==> src/rtl/multi_pulser_if.sv <==
// Button/pulse bundle between the board push-buttons and multi_pulser.
// The design side uses the slave modport; the stimulus side uses master.
interface multi_pulser_if #(
  parameter int N = 4
);
  logic [N-1:0] btn;
  logic [N-1:0] repeat_en;
  logic [N-1:0] pulse;
  logic [N-1:0] held;
  logic         any_pulse;

  modport master (output btn, output repeat_en, input pulse, input held, input any_pulse);
  modport slave  (input btn, input repeat_en, output pulse, output held, output any_pulse);
endinterface

==> src/rtl/multi_pulser.sv <==
// N-channel debounced one-pulser with optional per-channel auto-repeat.
// Each channel: 2-flop synchroniser feeding an independent press/hold FSM.
module multi_pulser_chan #(
  parameter int DEBOUNCE      = 4,
  parameter int REPEAT_DELAY  = 20,
  parameter int REPEAT_PERIOD = 8
) (
  input  logic clk,
  input  logic rst,
  input  logic btn,
  input  logic repeat_en,
  output logic pulse,
  output logic held
);
  localparam int RMAX = (REPEAT_DELAY > REPEAT_PERIOD) ? REPEAT_DELAY : REPEAT_PERIOD;
  localparam int DW   = $clog2(DEBOUNCE + 1);
  localparam int RW   = $clog2(RMAX + 1);
  localparam logic [DW-1:0] DEB_LAST = DW'(DEBOUNCE - 1);
  // Down-counter reloads: expiry at 1 puts the next FIRE exactly D cycles on.
  localparam logic [RW-1:0] RD_LD    = RW'(REPEAT_DELAY - 1);
  localparam logic [RW-1:0] RP_LD    = RW'(REPEAT_PERIOD - 1);

  typedef enum logic [2:0] {IDLE, DEB_PRESS, FIRE, HOLD, DEB_REL} state_t;

  state_t          state, state_nx;
  logic            s1, btn_s;
  logic [DW-1:0]   dcnt, dcnt_nx;
  logic [RW-1:0]   rcnt, rcnt_nx;
  logic            rep, rep_nx;

  always_ff @(posedge clk or negedge rst) begin
    if (!rst) begin
      s1    <= 1'b0;
      btn_s <= 1'b0;
      state <= IDLE;
      dcnt  <= '0;
      rcnt  <= '0;
      rep   <= 1'b0;
    end else begin
      s1    <= btn;
      btn_s <= s1;
      state <= state_nx;
      dcnt  <= dcnt_nx;
      rcnt  <= rcnt_nx;
      rep   <= rep_nx;
    end
  end

  always_comb begin
    state_nx = state;
    dcnt_nx  = dcnt;
    rcnt_nx  = rcnt;
    rep_nx   = rep;
    case (state)
      IDLE: if (btn_s) begin
        state_nx = DEB_PRESS;
        dcnt_nx  = '0;
      end
      DEB_PRESS: begin
        if (!btn_s) state_nx = IDLE;
        else if (dcnt == DEB_LAST) begin
          state_nx = FIRE;
          rep_nx   = 1'b0;
        end else dcnt_nx = dcnt + DW'(1);
      end
      FIRE: begin
        state_nx = HOLD;
        rcnt_nx  = rep ? RP_LD : RD_LD;
      end
      HOLD: begin
        // Release beats a due repeat.
        if (!btn_s) begin
          state_nx = DEB_REL;
          dcnt_nx  = '0;
        end else if (!repeat_en) rcnt_nx = RD_LD;
        else if (rcnt == RW'(1)) begin
          state_nx = FIRE;
          rep_nx   = 1'b1;
        end else rcnt_nx = rcnt - RW'(1);
      end
      DEB_REL: begin
        if (btn_s) begin
          state_nx = HOLD;
          rcnt_nx  = RP_LD;
        end else if (dcnt == DEB_LAST) state_nx = IDLE;
        else dcnt_nx = dcnt + DW'(1);
      end
      default: state_nx = IDLE;
    endcase
  end

  assign pulse = (state == FIRE);
  assign held  = (state == FIRE) || (state == HOLD) || (state == DEB_REL);
endmodule

module multi_pulser #(
  parameter int N             = 4,
  parameter int DEBOUNCE      = 4,
  parameter int REPEAT_DELAY  = 20,
  parameter int REPEAT_PERIOD = 8
) (
  input  logic         clk,
  input  logic         rst,
  multi_pulser_if.slave bus
);
  logic [N-1:0] pulse_v;
  logic [N-1:0] held_v;

  for (genvar g = 0; g < N; g++) begin : g_ch
    multi_pulser_chan #(
      .DEBOUNCE     (DEBOUNCE),
      .REPEAT_DELAY (REPEAT_DELAY),
      .REPEAT_PERIOD(REPEAT_PERIOD)
    ) u_ch (
      .clk      (clk),
      .rst      (rst),
      .btn      (bus.btn[g]),
      .repeat_en(bus.repeat_en[g]),
      .pulse    (pulse_v[g]),
      .held     (held_v[g])
    );
  end

  assign bus.pulse     = pulse_v;
  assign bus.held      = held_v;
  assign bus.any_pulse = |pulse_v;
endmodule

==> src/flat_wrapper.sv <==
// flat-port wrapper written by rule: the top's interface ports become plain ports
module multi_pulser_flat 
#(
  parameter int N             = 4,
  parameter int DEBOUNCE      = 4,
  parameter int REPEAT_DELAY  = 20,
  parameter int REPEAT_PERIOD = 8
)
  (clk, rst, bus_btn, bus_repeat_en, bus_pulse, bus_held, bus_any_pulse);
  multi_pulser_if #(.N(N)) bus_i ();
  input  logic clk;
  input  logic rst;
  input wire logic [$bits(bus_i.btn)-1:0] bus_btn;
  input wire logic [$bits(bus_i.repeat_en)-1:0] bus_repeat_en;
  output wire logic [$bits(bus_i.pulse)-1:0] bus_pulse;
  output wire logic [$bits(bus_i.held)-1:0] bus_held;
  output wire logic [$bits(bus_i.any_pulse)-1:0] bus_any_pulse;
  assign bus_i.btn = bus_btn;
  assign bus_i.repeat_en = bus_repeat_en;
  assign bus_pulse = bus_i.pulse;
  assign bus_held = bus_i.held;
  assign bus_any_pulse = bus_i.any_pulse;
  multi_pulser #(.N(N), .DEBOUNCE(DEBOUNCE), .REPEAT_DELAY(REPEAT_DELAY), .REPEAT_PERIOD(REPEAT_PERIOD)) u_core (.clk(clk), .rst(rst), .bus(bus_i));
endmodule
==> config.mk <==
export PLATFORM = sky130hd
export DESIGN_NAME = multi_pulser_flat
export DESIGN_NICKNAME = d
export VERILOG_FILES = /design/src/rtl/multi_pulser_if.sv /design/src/rtl/multi_pulser.sv /design/src/flat_wrapper.sv
export SDC_FILE = /design/constraint.sdc
export NUM_CORES = 1
export LEC_CHECK = 0
export CAP_MARGIN = 5
export CORE_ASPECT_RATIO = 1.75
export CORE_MARGIN = 10
export CORE_UTILIZATION = 45
export DETAILED_ROUTE_END_ITERATION = 12
export PLACE_DENSITY = 0.74
export REMOVE_ABC_BUFFERS = 1
export SLEW_MARGIN = 20
export SYNTH_ARGS = -nofsm -noshare
export SYNTH_HDL_FRONTEND = slang
export SYNTH_SLANG_ARGS = --single-unit
==> constraint.sdc <==
create_clock -name clk -period 2.6 [get_ports clk]
set_input_delay 0.78 -clock clk [delete_from_list [all_inputs] [get_ports clk]]
set_output_delay 0.78 -clock clk [all_outputs]
set_load 0.1 [all_outputs]
# ---- Word level (Yosys, flattened, before mapping)
# Cells that the tools add are included.
dict set report op_classes {
  muxes 108
  reduce_logical 41
  add_sub_neg 8
  eq_ne 80
}
# operator n
set op_table {}
lappend op_table {{3-bit 2-to-1 mux} 52}
lappend op_table {{5-bit 2-to-1 mux} 20}
lappend op_table {{2-bit inequality test, second input constant} 36}
lappend op_table {{3-bit inequality test, second input constant} 20}
lappend op_table {{3-bit one-hot mux with 5 select lines} 4}
lappend op_table {{5-bit one-hot mux with 3 select lines} 4}
lappend op_table {{3-bit one-hot mux with 4 select lines} 4}
lappend op_table {{5-bit AND reduction} 8}
lappend op_table {{3-bit by 2-bit == test with 1-bit output, second input constant} 12}
lappend op_table {{6-bit AND reduction} 4}
lappend op_table {{5-bit by 1-bit == test with 1-bit output, second input constant} 4}
lappend op_table {{1-bit 2-to-1 mux} 20}
lappend op_table {{5-bit by 1-bit subtractor with 5-bit output, second input constant} 4}
lappend op_table {{4-bit AND reduction} 4}
lappend op_table {{4-bit nonzero test} 4}
lappend op_table {{3-bit by 1-bit adder with 3-bit output, second input constant} 4}
lappend op_table {{3-bit by 1-bit == test with 1-bit output, second input constant} 4}
lappend op_table {{3-bit == test, second input constant} 4}
lappend op_table {{3-bit logical NOT} 4}
lappend op_table {{3-bit nonzero test} 4}
lappend op_table {{1-bit logical OR} 8}
lappend op_table {{1-bit one-hot mux with 2 select lines} 4}
lappend op_table {{2-bit nonzero test} 4}
lappend op_table {{4-bit OR reduction} 1}
dict set report totals {
  in_bits 10
  reg_bits 56
  wordCells 261
}

# ---- Depth between registers and ports, before layout
dict set report logic_depth {
  word_depth 5
  ltp_mapped 6
}

# ---- By module
# Synthesis repeated with hierarchy kept, for this count alone.
dict set report unflattened {
  cells_unflattened 359
  hier_area_um2 3623.5
}
# module seq_area_each_um2 area_per_inst_um2 n_inst cells_per_inst
set by_module_without_submodules {}
lappend by_module_without_submodules {{multi_pulser_chan at u_core.g_ch[3].u_ch} 350.3 920.9 1 89}
lappend by_module_without_submodules {{multi_pulser_chan at u_core.g_ch[1].u_ch} 350.3 905.9 1 90}
lappend by_module_without_submodules {{multi_pulser_chan at u_core.g_ch[2].u_ch} 350.3 904.6 1 91}
lappend by_module_without_submodules {{multi_pulser_chan at u_core.g_ch[0].u_ch} 350.3 884.6 1 88}
lappend by_module_without_submodules {multi_pulser 0.0 7.5 1 1}

# ---- Least setup slack after synthesis
# OpenSTA, ideal clock, no wires.
dict set report synth_path {
  path_kind {register to output}
  startpoint {reg u_core.g_ch[0].u_ch.state[0]}
  endpoint {out bus_any_pulse}
  arrival_time_ns 1.665
  path_stages_with_launch 4
  setup_slack_ns 0.155
  required_ns 1.820
  path_buffers 1
  cell_sequence {dfrtp_1 -> buf_1 -> nor2_1 -> or4_1}
}
dict set report synth_between {
  elab_chain_cells 2
}
# element line_no
set synth_rtl {}
lappend synth_rtl {{from (decl)} multi_pulser.sv:25} ;# state_t state, state_nx;
lappend synth_rtl {{from (signal assigned)} multi_pulser.sv:42} ;# state <= state_nx;
lappend synth_rtl {{3-bit by 2-bit == test with 1-bit output} multi_pulser.sv:92} ;# assign pulse = (state == FIRE);
lappend synth_rtl {{named net u_core.g_ch[0].u_ch.pulse} multi_pulser.sv:12} ;# output logic pulse,
lappend synth_rtl {{4-bit OR reduction} multi_pulser.sv:126} ;# assign bus.any_pulse = |pulse_v;
lappend synth_rtl {{to (decl)} flat_wrapper.sv:17} ;# output wire logic [$bits(bus_i.any_pulse)-1:0] bus_any_pulse;
# The timed path passes the listed nets, and every way through them passes these cells.

# ---- Worst setup path in the final report
dict set report layout_path {
  startpoint {reg u_core.g_ch[3].u_ch.state[2]}
  endpoint {out bus_any_pulse}
}
dict set report layout_between {
  elab_chain_cells 2
}
# element line_no
set layout_rtl {}
lappend layout_rtl {{from (decl)} multi_pulser.sv:25}
lappend layout_rtl {{from (signal assigned)} multi_pulser.sv:42}
lappend layout_rtl {{3-bit by 2-bit == test with 1-bit output} multi_pulser.sv:92}
lappend layout_rtl {{4-bit OR reduction} multi_pulser.sv:126}
# No other way between the ends.

==> results.toml <==
[floorplan]
die_area_um2 = 11600
die_y_um = 135
die_width_um = 85.7
core-area_um2 = 7280
ios = 19
rows = 41
initial_core_util = 0.467

[hold_path]
hp-class = "reg -> reg"

[drt]
postRouteAntennaNets = 0
drt_pass1_iterations = 4
drt_wl_total_mm = 6.93
num_vias = 2726
routedWlPerCell_um = 14.6
drc = 0
drtIter0Drc = 166
viasPerCell = 5.76

[timing]
finalCriticalPeriod_ns = 2.51
clock_skew_ns = 0.00543
worst_hold_slack_ns = 0.348
max_slew_margin = 0.671
setup_violations = 0
timing.fmax_mhz = 398
tns_ns = 0
finalCritPeriodShare = 0.967
hold_viol = 0
worstMarginPinSlew_ns = 0.488
rsz0062_at_grt = "no"
slew_violations = 0

[pwr]
irDropWorstVdd_v = 0.000700
p_switching_uw = 1650
p_int_uw = 2260
p_seq_frac = 0.336
sw_frac_of_total = 0.423
p_per_area_nw_per_um2 = 993
finalPower_uw = 3910
leakage_uw = 0.00175
clkPwrFrac = 0.173
comb_power_share = 0.491

[yosys]
synth_edf_count = 0
syn_area_per_cell_um2 = 9.31
synthArstFlopShare = 1.00
yosys.area.top_type = "dfrtp_1"
synth_top_area_frac = 0.412
ys_seq_area_frac = 0.412
syn_area_um2 = 3400
yosys_warnings = 0
synth.ff_latch_count = 56
synth_area_leaders = "dfrtp_1, ha_1, nor2_1"
yosysUniqueCellTypes = 58
synthFlopType = "dfrtp_1"
syn_inst = 365

[clock_network]
cts_root_buffer = "clkbuf_16"
numCtsBuffers = 5
cts.path.max_buffers = 2
clock_latency_ns = 0.29
cts_tree = "built"
htree_num_levels = 2
clk_pin_slew_worst_paths_ns = 0.07
cts_sinks = 56
holdBufCountCts = 0

[status]
status = "completed"

[global_route]
grt_overflow = 0
grt_max_degree = 22
grt_pass1_wl_mm = 12.4
grtUsageTotal = 0.126
grt_pass1_vias = 2763
antenna_found_initial = 0

[placed_design]
place_hpwl_mm = 5.34
place_congestion = 0.916
port_buffers = 18

[worst_setup_path]
crit_fanout = 9
critPathKind = "reg -> out"
start_kind = "register"
crit_arrival_ns = 1.73
required_ns = 1.82
critPathCaptureType = "primary output"

[run]
maxCapViolCount = 0

[cells_and_area]
fin_util = 0.541
area_growth_pct = 15.9
fillers = 661
n_antenna_cell = 0
finish.net_count = 412
drive_gt1_frac = 0.134
-- timing repair --
action	CTS	global route
pin swaps	0	0
resized for setup	1	4
endpoints found under the setup margin	1	1
setup buffers	1	0
-- flip-flops by register name, indices dropped and copies added, names as in the netlist --
name                    cells
u_core.g_ch.u_ch.btn_s      4
u_core.g_ch.u_ch.dcnt      12
u_core.g_ch.u_ch.rcnt      20
u_core.g_ch.u_ch.rep        4
u_core.g_ch.u_ch.s1         4
u_core.g_ch.u_ch.state     12
-- final cells by class --
class                           count  area, um2  share of cell area
Multi-Input combinational cell    258       1770               0.450
Clock buffer                        6        139              0.0352
Sequential cell                    56       1410               0.357
Inverter                           30        113              0.0286
Tap cell                           86        108              0.0273
Timing Repair Buffer               35        393              0.0997
Clock inverter                      2       10.0             0.00254
-- worst max-delay path: stages (launching register included) --
cell	delay, ns
dfrtp_2	0.44
nand2b_1	0.19
nor2_1	0.13
or4_1	0.47
buf_12	0.20
-- cells in the mapped netlist, types with 6 or more instances --
master     n
a21oi_1   20
a31oi_1    6
buf_4      8
clkbuf_1   9
dfrtp_1   56
ha_1      16
inv_1     29
mux2_2     7
mux2i_1    8
nand2_1   18
nand2b_1  16
nand3_1    6
nand3b_1   8
nor2_1    37
nor2b_1    9
o21ai_0   16
o22ai_1   15
-- final timing paths --
| check | end | from | slack [ns] | depth (start not counted) |
|---|---|---|---|---|
| max | bus_any_pulse | u_core.g_ch[3].u_ch.state[2] | 0.09 | 4 |
| min | u_core.g_ch[2].u_ch.btn_s | u_core.g_ch[2].u_ch.s1 | 0.35 | 0 |
| max reg2reg | u_core.g_ch[3].u_ch.dcnt[0] | u_core.g_ch[3].u_ch.dcnt[0] | 0.62 | 6 |
| min reg2reg | u_core.g_ch[2].u_ch.btn_s | u_core.g_ch[2].u_ch.s1 | 0.35 | 0 |
| max in group asynchronous | u_core.g_ch[2].u_ch.state[1] | rst | 1.52 | 2 |
| min in group asynchronous | u_core.g_ch[1].u_ch.rep | rst | 0.43 | 1 |
-- cells in the final DEF, fill, tap and decap left out, drive strengths merged, types with 3 or more instances in the layout --
cell / count
clkbuf: 6
and3b: 5
nor2: 37
nor2b: 9
nand3: 6
a22o: 3
dfrtp: 56
o21ai: 17
a21oi: 20
clkdlybuf4s50: 8
buf: 27
a22oi: 4
o22ai: 15
inv: 30
o32a: 3
a31oi: 6
nand3b: 8
a21boi: 6
mux2: 7
ha: 16
nand2b: 17
and2: 5
nand2: 18
nor3b: 3
nand4b: 3
a2bb2oi: 3
o221ai: 5
mux2i: 8
-- power groups by stage --
stage / registers [uW] / clock network, uW / logic [uW]
after floorplan: 1340 / 0 / 1240
after global placement: 1310 / 0 / 1870
after global routing: 1350 / 729 / 2120
final: 1310 / 676 / 1920
after CTS: 1310 / 701 / 1930
after detailed placement: 1330 / 0 / 1920
-- per-layer routing --
metal	global-route usage	part of all wire	vias up	routed length [um]
met5	0	0	-	0
met4	0.0561	0.022	0	153
met3	0.0283	0.040	10	274
met2	0.230	0.54	47	3710
met1	0.131	0.40	1316	2790
li1	-	-	1353	-
-- per-stage QoR --
stage | area, um2 | instances | setup WS (ns)
floorplan | 3280 | 344 | -1.02
global placement | 3770 | 464 | 0.197
detailed placement | 3770 | 464 | 0.162
CTS | 3930 | 473 | 0.0166
global route | 3940 | 473 | 0.0350
finish | 3940 | 473 | 0.0868
-- cells by family after synthesis --
| logic type | after synthesis | synth area share |
|---|---|---|
| and+or+nand+nor | 125 | 0.205 |
| AOI/OAI and AO/OA | 102 | 0.208 |
| DFF | 56 | 0.412 |
| buffers and inverters | 51 | 0.0681 |
| adders and majority gates | 16 | 0.0589 |
| muxes | 15 | 0.0468 |
Note: power is estimated with default switching activity, not from simulation.
